===== src/rtl/regfile_param.sv =====
// Parameterised 2-read/1-write register file with a self-clearing sweep after reset or clr_req.
// Optional REGFILE_BYPASS_EN: same-cycle write-through from wd to matching read ports.
module regfile_param #(
  parameter int unsigned DATA_W   = 32,
  parameter int unsigned ADDR_W   = 5,
  parameter int unsigned ZERO_REG = 1
) (
  input  logic              clk,
  input  logic              rst_n,
  input  logic              clr_req,
  input  logic              we,
  input  logic [ADDR_W-1:0] wa,
  input  logic [DATA_W-1:0] wd,
  input  logic [ADDR_W-1:0] ra1,
  input  logic [ADDR_W-1:0] ra2,
  output logic [DATA_W-1:0] rd1,
  output logic [DATA_W-1:0] rd2,
  output logic              ready
);

  localparam int unsigned       DEPTH    = 2 ** ADDR_W;
  localparam logic [ADDR_W-1:0] LAST_PTR = ADDR_W'(DEPTH - 1);

  typedef enum logic {CLEAR = 1'b0, READY = 1'b1} state_t;

  state_t              r_state;
  state_t              w_state_nxt;
  logic [ADDR_W-1:0]   r_clr_ptr;
  logic [ADDR_W-1:0]   w_clr_ptr_nxt;
  logic [DATA_W-1:0]   r_mem [DEPTH];

  logic                w_mem_we;
  logic [ADDR_W-1:0]   w_mem_addr;
  logic [DATA_W-1:0]   w_mem_data;
  logic                w_wa_ok;

  // Entry 0 is hardwired to zero when ZERO_REG is set.
  assign w_wa_ok = !((ZERO_REG != 0) && (wa == '0));

  always_ff @(posedge clk or negedge rst_n) begin
    if (!rst_n) begin
      r_state   <= CLEAR;
      r_clr_ptr <= '0;
    end else begin
      r_state   <= w_state_nxt;
      r_clr_ptr <= w_clr_ptr_nxt;
    end
  end

  always_comb begin
    w_state_nxt   = r_state;
    w_clr_ptr_nxt = r_clr_ptr;
    w_mem_we      = 1'b0;
    w_mem_addr    = wa;
    w_mem_data    = wd;
    case (r_state)
      CLEAR: begin
        w_mem_we   = 1'b1;
        w_mem_addr = r_clr_ptr;
        w_mem_data = '0;
        // Pointer holds at the last entry; the restart value is loaded on clr_req.
        if (r_clr_ptr == LAST_PTR) begin
          w_state_nxt = READY;
        end else begin
          w_clr_ptr_nxt = r_clr_ptr + ADDR_W'(1);
        end
      end
      READY: begin
        w_mem_we = we && w_wa_ok;
        if (clr_req) begin
          w_state_nxt   = CLEAR;
          w_clr_ptr_nxt = '0;
        end
      end
      default: begin
        w_state_nxt   = CLEAR;
        w_clr_ptr_nxt = '0;
      end
    endcase
  end

  // Array is not reset; the sweep zeroes it.
  always_ff @(posedge clk) begin
    if (w_mem_we) begin
      r_mem[w_mem_addr] <= w_mem_data;
    end
  end

  assign ready = (r_state == READY);

  function automatic logic [DATA_W-1:0] read_port(input logic [ADDR_W-1:0] ra);
    logic [DATA_W-1:0] v;
    v = '0;
    if (r_state == READY) begin
      if ((ZERO_REG != 0) && (ra == '0)) begin
        v = '0;
`ifdef REGFILE_BYPASS_EN
      end else if (we && (wa == ra)) begin
        v = wd;
`endif
      end else begin
        v = r_mem[ra];
      end
    end
    return v;
  endfunction

  always_comb begin
    rd1 = read_port(ra1);
    rd2 = read_port(ra2);
  end

endmodule


===== config.mk =====
export PLATFORM = sky130hd
export DESIGN_NAME = regfile_param
export DESIGN_NICKNAME = d
export VERILOG_FILES = /design/src/rtl/regfile_param.sv
export SDC_FILE = /design/constraint.sdc
export NUM_CORES = 1
export LEC_CHECK = 0
export BUFFER_PORTS_ARGS = -buffer_cell sky130_fd_sc_hd__buf_2
export CORE_MARGIN = 1
export CORE_UTILIZATION = 35
export DETAILED_ROUTE_END_ITERATION = 10
export SYNTH_ARGS = -nofsm -noshare
export SYNTH_HDL_FRONTEND = slang
export SYNTH_SLANG_ARGS = --single-unit

===== constraint.sdc =====
create_clock -name clk -period 5.3 [get_ports clk]
set_clock_uncertainty 0.2 [all_clocks]
set_input_delay 0 -clock clk [delete_from_list [all_inputs] [get_ports clk]]
set_output_delay 0 -clock clk [all_outputs]
set_load 0.03 [all_outputs]

==> flow_summary.toml, run 1 <==
[routing]
routed_wl_mm = 143.3
routedWlPerCell_microns = 29.87
drc = 0
firstDrtPassIters = 5
drtIter0Drc = 3300
vias = 28750
drt-vias-per-instance = 5.993
drtAntennaViolNets = 0

[logic_synthesis]
yosysTopAreaCell = "edfxtp_1"
synth_async_sr_flop_share_pct = 0.6012
synth-seq-cells = 998
synthDominantCellAreaShare_pct = 63.73
synth_cells = 2862
syn-cell-area_sq_um = 46740
synth_edf_count = 992
synth.avg_cell_area_sq_um = 16.33
synth_nets = 2915
synth_ff_type = "edfxtp_1"
netlist_top_cells_area = "edfxtp_1, mux2i_1, mux4_2"
yosys.cell_types.count = 46
seq_area_frac_synth_pct = 64.05
synth_warnings = 0

[clock_tree]
ctsHoldBuffers = 19
cts_resized = 0
numClockSinks = 998
clock_latency_ns = 0.71
cts_setup_buffers = 0
cts_tree = "done"
h-tree-depth = 3
root_buffer = "clkbuf_16"
clockBufferDepth = 3
clkTransAtPathRegs_ns = 0.06
cts_inserted_buffers = 102

[global_routing]
grt_pass1_wl_mm = 202.6
track_usage_pct = 20.74
grt_max_degree = 105
grt.overflow.total = 0
grt_pass1_vias = 28900
antenna_found_initial = 2

[timing]
setup_viol = 0
max_freq_ghz = 0.2278
tns_ns = 0
tightest_slew_ns = 1.285
rsz0062_at_grt = "false"
maxSlewViolCount = 0
finalHoldViolations = 0
finalCritPeriodShare_pct = 82.84
fin_crit_ns = 4.390
slew_headroom_pct = 14.36

[power_and_ir_drop]
ir_drop_mv = 0.4538
power.density_nw_per_um2 = 427.1
p_leak_nw = 18.28

[cells_and_area]
final.fill_count = 11910
final_cell_mix = "edfxtp_1, mux2i_1, o22ai_1, mux4_2, a22oi_1"
nets = 3005
areaGrowthSynthToFinish_pct = 13.45
final_layout_size_suffix_gt1_share_pct = 20.70
multiInputGateArea_sq_um = 15860
seq_area_sq_um = 29940
final_common_cell = "edfxtp_1"
fin_area_sq_um = 53030

[worst_setup_path]
crit_arrival_ns = 4.19
critPathLaunchType = "flop"
cp_data_required_time_ns = 5.10
path_class = "reg -> out"
cp_max_fo = 48
endpoint_kind = "primary output"

[floorplanning]
die_height_microns = 367.4
die-area_sq_um = 135000
ios = 116
coreArea_sq_um = 132000
initial_core_util_pct = 35.42
die_width_microns = 367.4
fp-row-count = 133

[outcome]
run_status = "finished, final reports clean"

[placed_design]
place_congestion = 0.8077
post_dp_cell_area_sq_um = 49410
place_hpwl_mm = 84.05
portBuffers = 115

[worst_hold_path]
hold_class = "in -> reg"

[flow_run]
max-cap-violations = 0
[worst paths after layout]
check,depth (start not counted),slack (ns),end,from
worst max register to register,4,1.72,r_mem[13][19],ready
worst min register to register,2,0.45,r_clr_ptr[3],r_clr_ptr[3]
max in group asynchronous,3,4.60,ready,rst_n
worst min-delay path,2,0.02,r_mem[15][31],wd[31]
worst max-delay path,7,0.91,rd1[30],ready
min in group asynchronous,3,0.03,r_clr_ptr[0],rst_n
[state kept, by name (all words and copies together), names as in the netlist]
signal	count
r_clr_ptr	5
r_mem	992
ready	1
[cell type report]
type | instances | share of cell area [%]
Sequential cell | 998 | 56.46
Multi-Input combinational cell | 1625 | 29.90
Clock buffer | 124 | 5.009
Tap cell | 1755 | 4.141
Timing Repair Buffer | 221 | 3.011
Clock inverter | 66 | 1.432
Inverter | 4 | 0.02831
Antenna cell | 4 | 0.01888
[Yosys cell counts, types with 2 or more instances]
cell	instances
o22ai_1	197
inv_1	4
o21ai_0	40
buf_4	29
nor2_1	42
a22oi_1	192
nand2b_1	2
dfrtp_1	6
mux4_2	192
ha_1	2
and2_1	36
o21ai_1	25
nand3b_1	4
xnor2_1	2
a221oi_2	21
nor3_1	2
buf_6	21
clkbuf_2	2
clkbuf_1	77
nor2b_1	7
buf_1	2
nand3_1	3
or3b_1	6
nand4_1	64
edfxtp_1	992
a221oi_1	43
buf_2	104
nand2_1	146
a31oi_1	2
mux2i_1	579
or2_2	2
nor3_2	2
[worst max-delay path, stage by stage (launching register included)]
cell     delay [ns]
dfrtp_2        0.86
buf_4          0.47
nand2_1        0.15
nor3_4         0.92
buf_4          0.48
a22oi_1        0.12
nand4_1        0.21
buf_2          0.23
[cell families after synthesis]
| group | share of synthesized area, % |
|---|---|
| compound gates | 8.028 |
| fa+ha+maj | 0.05353 |
| mux | 21.67 |
| xor+xnor | 0.05622 |
| flops | 64.05 |
| buf+inv | 2.773 |
| simple gates | 3.365 |
[through the flow]
step	worst slack (ns)	power, W	cells	hold slack [ns]	util (%)
5_1_grt	0.7602	0.02332	4793	0.08008	40.18
2_1_floorplan	1.867	0.01338	2862	-0.4956	-
3_3_place_gp	1.720	0.01528	4584	-0.3649	37.45
6_report	0.9096	0.02265	4797	0.02247	40.19
4_1_cts	0.8590	0.02270	4793	0.0009561	40.18
3_5_place_dp	1.627	0.01538	4584	-0.3578	37.45
[routing by layer]
layer  share of wire [%]  vias to the layer above  global-route usage, %
li1                    -                    12080                      -
met1                  41                    15070                  27.84
met2                  47                     1361                  33.60
met3                 8.3                      239                  3.927
met4                 2.8                        4                  7.123
met5               0.019                        -                      0
[where the power goes]
part           leakage, nW  total [W]  internal (W)  switching [W]
clock network         1.68    0.00738       0.00430        0.00308
registers             9.28     0.0108        0.0104       0.000426
logic                 7.32    0.00449       0.00121        0.00328
total                 18.3     0.0226        0.0159        0.00678
No activity file was read; power rests on OpenSTA's default activity.
==> run 2: changes to the inputs <==
clock period = 3.7 ns   (was 5.3 ns; I/O delays follow)
==> run 2 against run 1 <==
Effect of this change: global-route usage shrank 0.16 points; sequential power grew 43%; power grew 44%; cell area grew 1.4%; via count grew 0.93%; count of clock-buffer cells in the layout shrank 4; combinational power grew 49%; core utilization grew 0.55 points; clock power grew 44%; final cell count grew 1.3%; sequential share of layout area shrank 0.76 points.
==> flow_summary.toml, run 2 (synthesis results as in run 1) <==
[cells_and_area]
largest-register = "r_mem"
areaGrowthSynthToFinish_pct = 15.00
final_cell_mix = "edfxtp_1, mux2i_1, o22ai_1, mux4_2, a22oi_1"
final_layout_size_suffix_gt1_share_pct = 21.96
fin_area_sq_um = 53750
final.fill_count = 11820
nets = 3072
final_common_cell = "edfxtp_1"
largest_register_ffs = 992

[worst_setup_path]
slowest_delay_ns = 0.61
cp_data_required_time_ns = 3.50
endpoint_kind = "primary output"
r2r-start = "ready"
cp_max_fo = 21
crit_buf_inv = 3
crit_slowest_cell = "dfrtp_2"
path_class = "reg -> out"
r2r-end = "r_mem[2][20]"
crit_arrival_ns = 3.35
critical_path.cell_chain = "buf_4, nand3_1, nor2_4, buf_12, a22oi_1, nand4_1, buf_2"
rr_worst_depth = 4
path_delay_family = "simple AND/OR/NAND/NOR gates"
reg2reg_slack_ns = 0.68
critPathLaunchType = "flop"
cp.depth = 7

[timing]
hold_slack_ns = 0.05073
tns_ns = 0
finalCritPeriodShare_pct = 95.93
fin_crit_ns = 3.549
slew_headroom_pct = 25.22
finalHoldViolations = 0
setup_viol = 0
tightest_slew_ns = 1.119
max_freq_ghz = 0.2817
maxSlewViolCount = 0
rsz0062_at_grt = "false"

[placed_design]
place_congestion = 0.8140
portBuffers = 115
post_dp_cell_area_sq_um = 50010
place_hpwl_mm = 84.21

[clock_tree]
root_buffer = "clkbuf_16"
cts_resized = 0
cts_inserted_buffers = 102
h-tree-depth = 3
ctsHoldBuffers = 34
clock_latency_ns = 0.69
clkTransAtPathRegs_ns = 0.06
cts_setup_buffers = 0
clockBufferDepth = 3
numClockSinks = 998
cts_tree = "done"

[routing]
drc = 0
vias = 29010
drtAntennaViolNets = 0
routedWlPerCell_microns = 29.28
firstDrtPassIters = 6
routed_wl_mm = 142.2
drtIter0Drc = 3306
drt-vias-per-instance = 5.974

[outcome]
run_status = "finished, final reports clean"

[floorplanning]
die_height_microns = 367.4
die-area_sq_um = 135000
ios = 116
die_width_microns = 367.4
initial_core_util_pct = 35.42
fp-row-count = 133
coreArea_sq_um = 132000

[power_and_ir_drop]
power_w = 0.03262
p_leak_nw = 18.65
power.density_nw_per_um2 = 606.8
ir_drop_mv = 0.4665

[global_routing]
grt_pass1_vias = 29130
grt_pass1_wl_mm = 202.9
track_usage_pct = 20.57
grt.overflow.total = 0
antenna_found_initial = 0
grt_max_degree = 92

[worst_hold_path]
hold_class = "in -> async"

[flow_run]
max-cap-violations = 0
run 2: changes by cell type in the layout (fill, tap and decap cells not counted), sizes merged:
cell         change
buf             +52
dlygate4sd3     +15
clkinv           -6
clkbuf           -4
inv              +4
clkinvlp         +3
diode            -3
bufinv           -1
run 2: worst max path at each step:
stage,endpoint,from
3_3_place_gp,r_mem[2][21],ready
3_5_place_dp,r_mem[2][20],ready
6_report,rd1[10],ready
2_1_floorplan,r_mem[19][0],ready
5_1_grt,rd1[9],ready
4_1_cts,rd1[10],ready
run 2: power by group:
group          internal [W]  switching, W
sequential           0.0148      0.000580
combinational       0.00191       0.00478
clock               0.00613       0.00443
total                0.0228       0.00979
run 2: per-stage QoR:
stage / worst slack (ns) / instances / util [%]
after floorplan: 0.2672 / 2862 / -
after global placement: 0.7140 / 4636 / 37.89
after detailed placement: 0.7328 / 4636 / 37.89
after CTS: 0.1870 / 4856 / 40.73
after global routing: 0.08119 / 4856 / 40.73
final: 0.1507 / 4857 / 40.73
run 2: layer usage:
metal	up-vias	part of all wire (%)	global-route usage, %
li1	12200	-	-
met1	15150	43	28.72
met2	1413	46	32.42
met3	253	7.9	3.258
met4	0	3.1	7.356
met5	-	0	0
run 2: cell type report:
class	instances	area, sq um	share of cell area (%)
Clock inverter	66	742.0	1.380
Antenna cell	1	2.502	0.004655
Inverter	4	15.01	0.02793
Clock buffer	120	2663	4.953
Timing Repair Buffer	288	2337	4.348
Tap cell	1755	2196	4.085
Multi-Input combinational cell	1625	15860	29.50
Sequential cell	998	29940	55.70
run 2: tightest hold or removal path, cell delays in order:
cell and delay [ns]:
dlygate4sd3_1 0.52, buf_2 0.09, dlygate4sd3_1 0.72
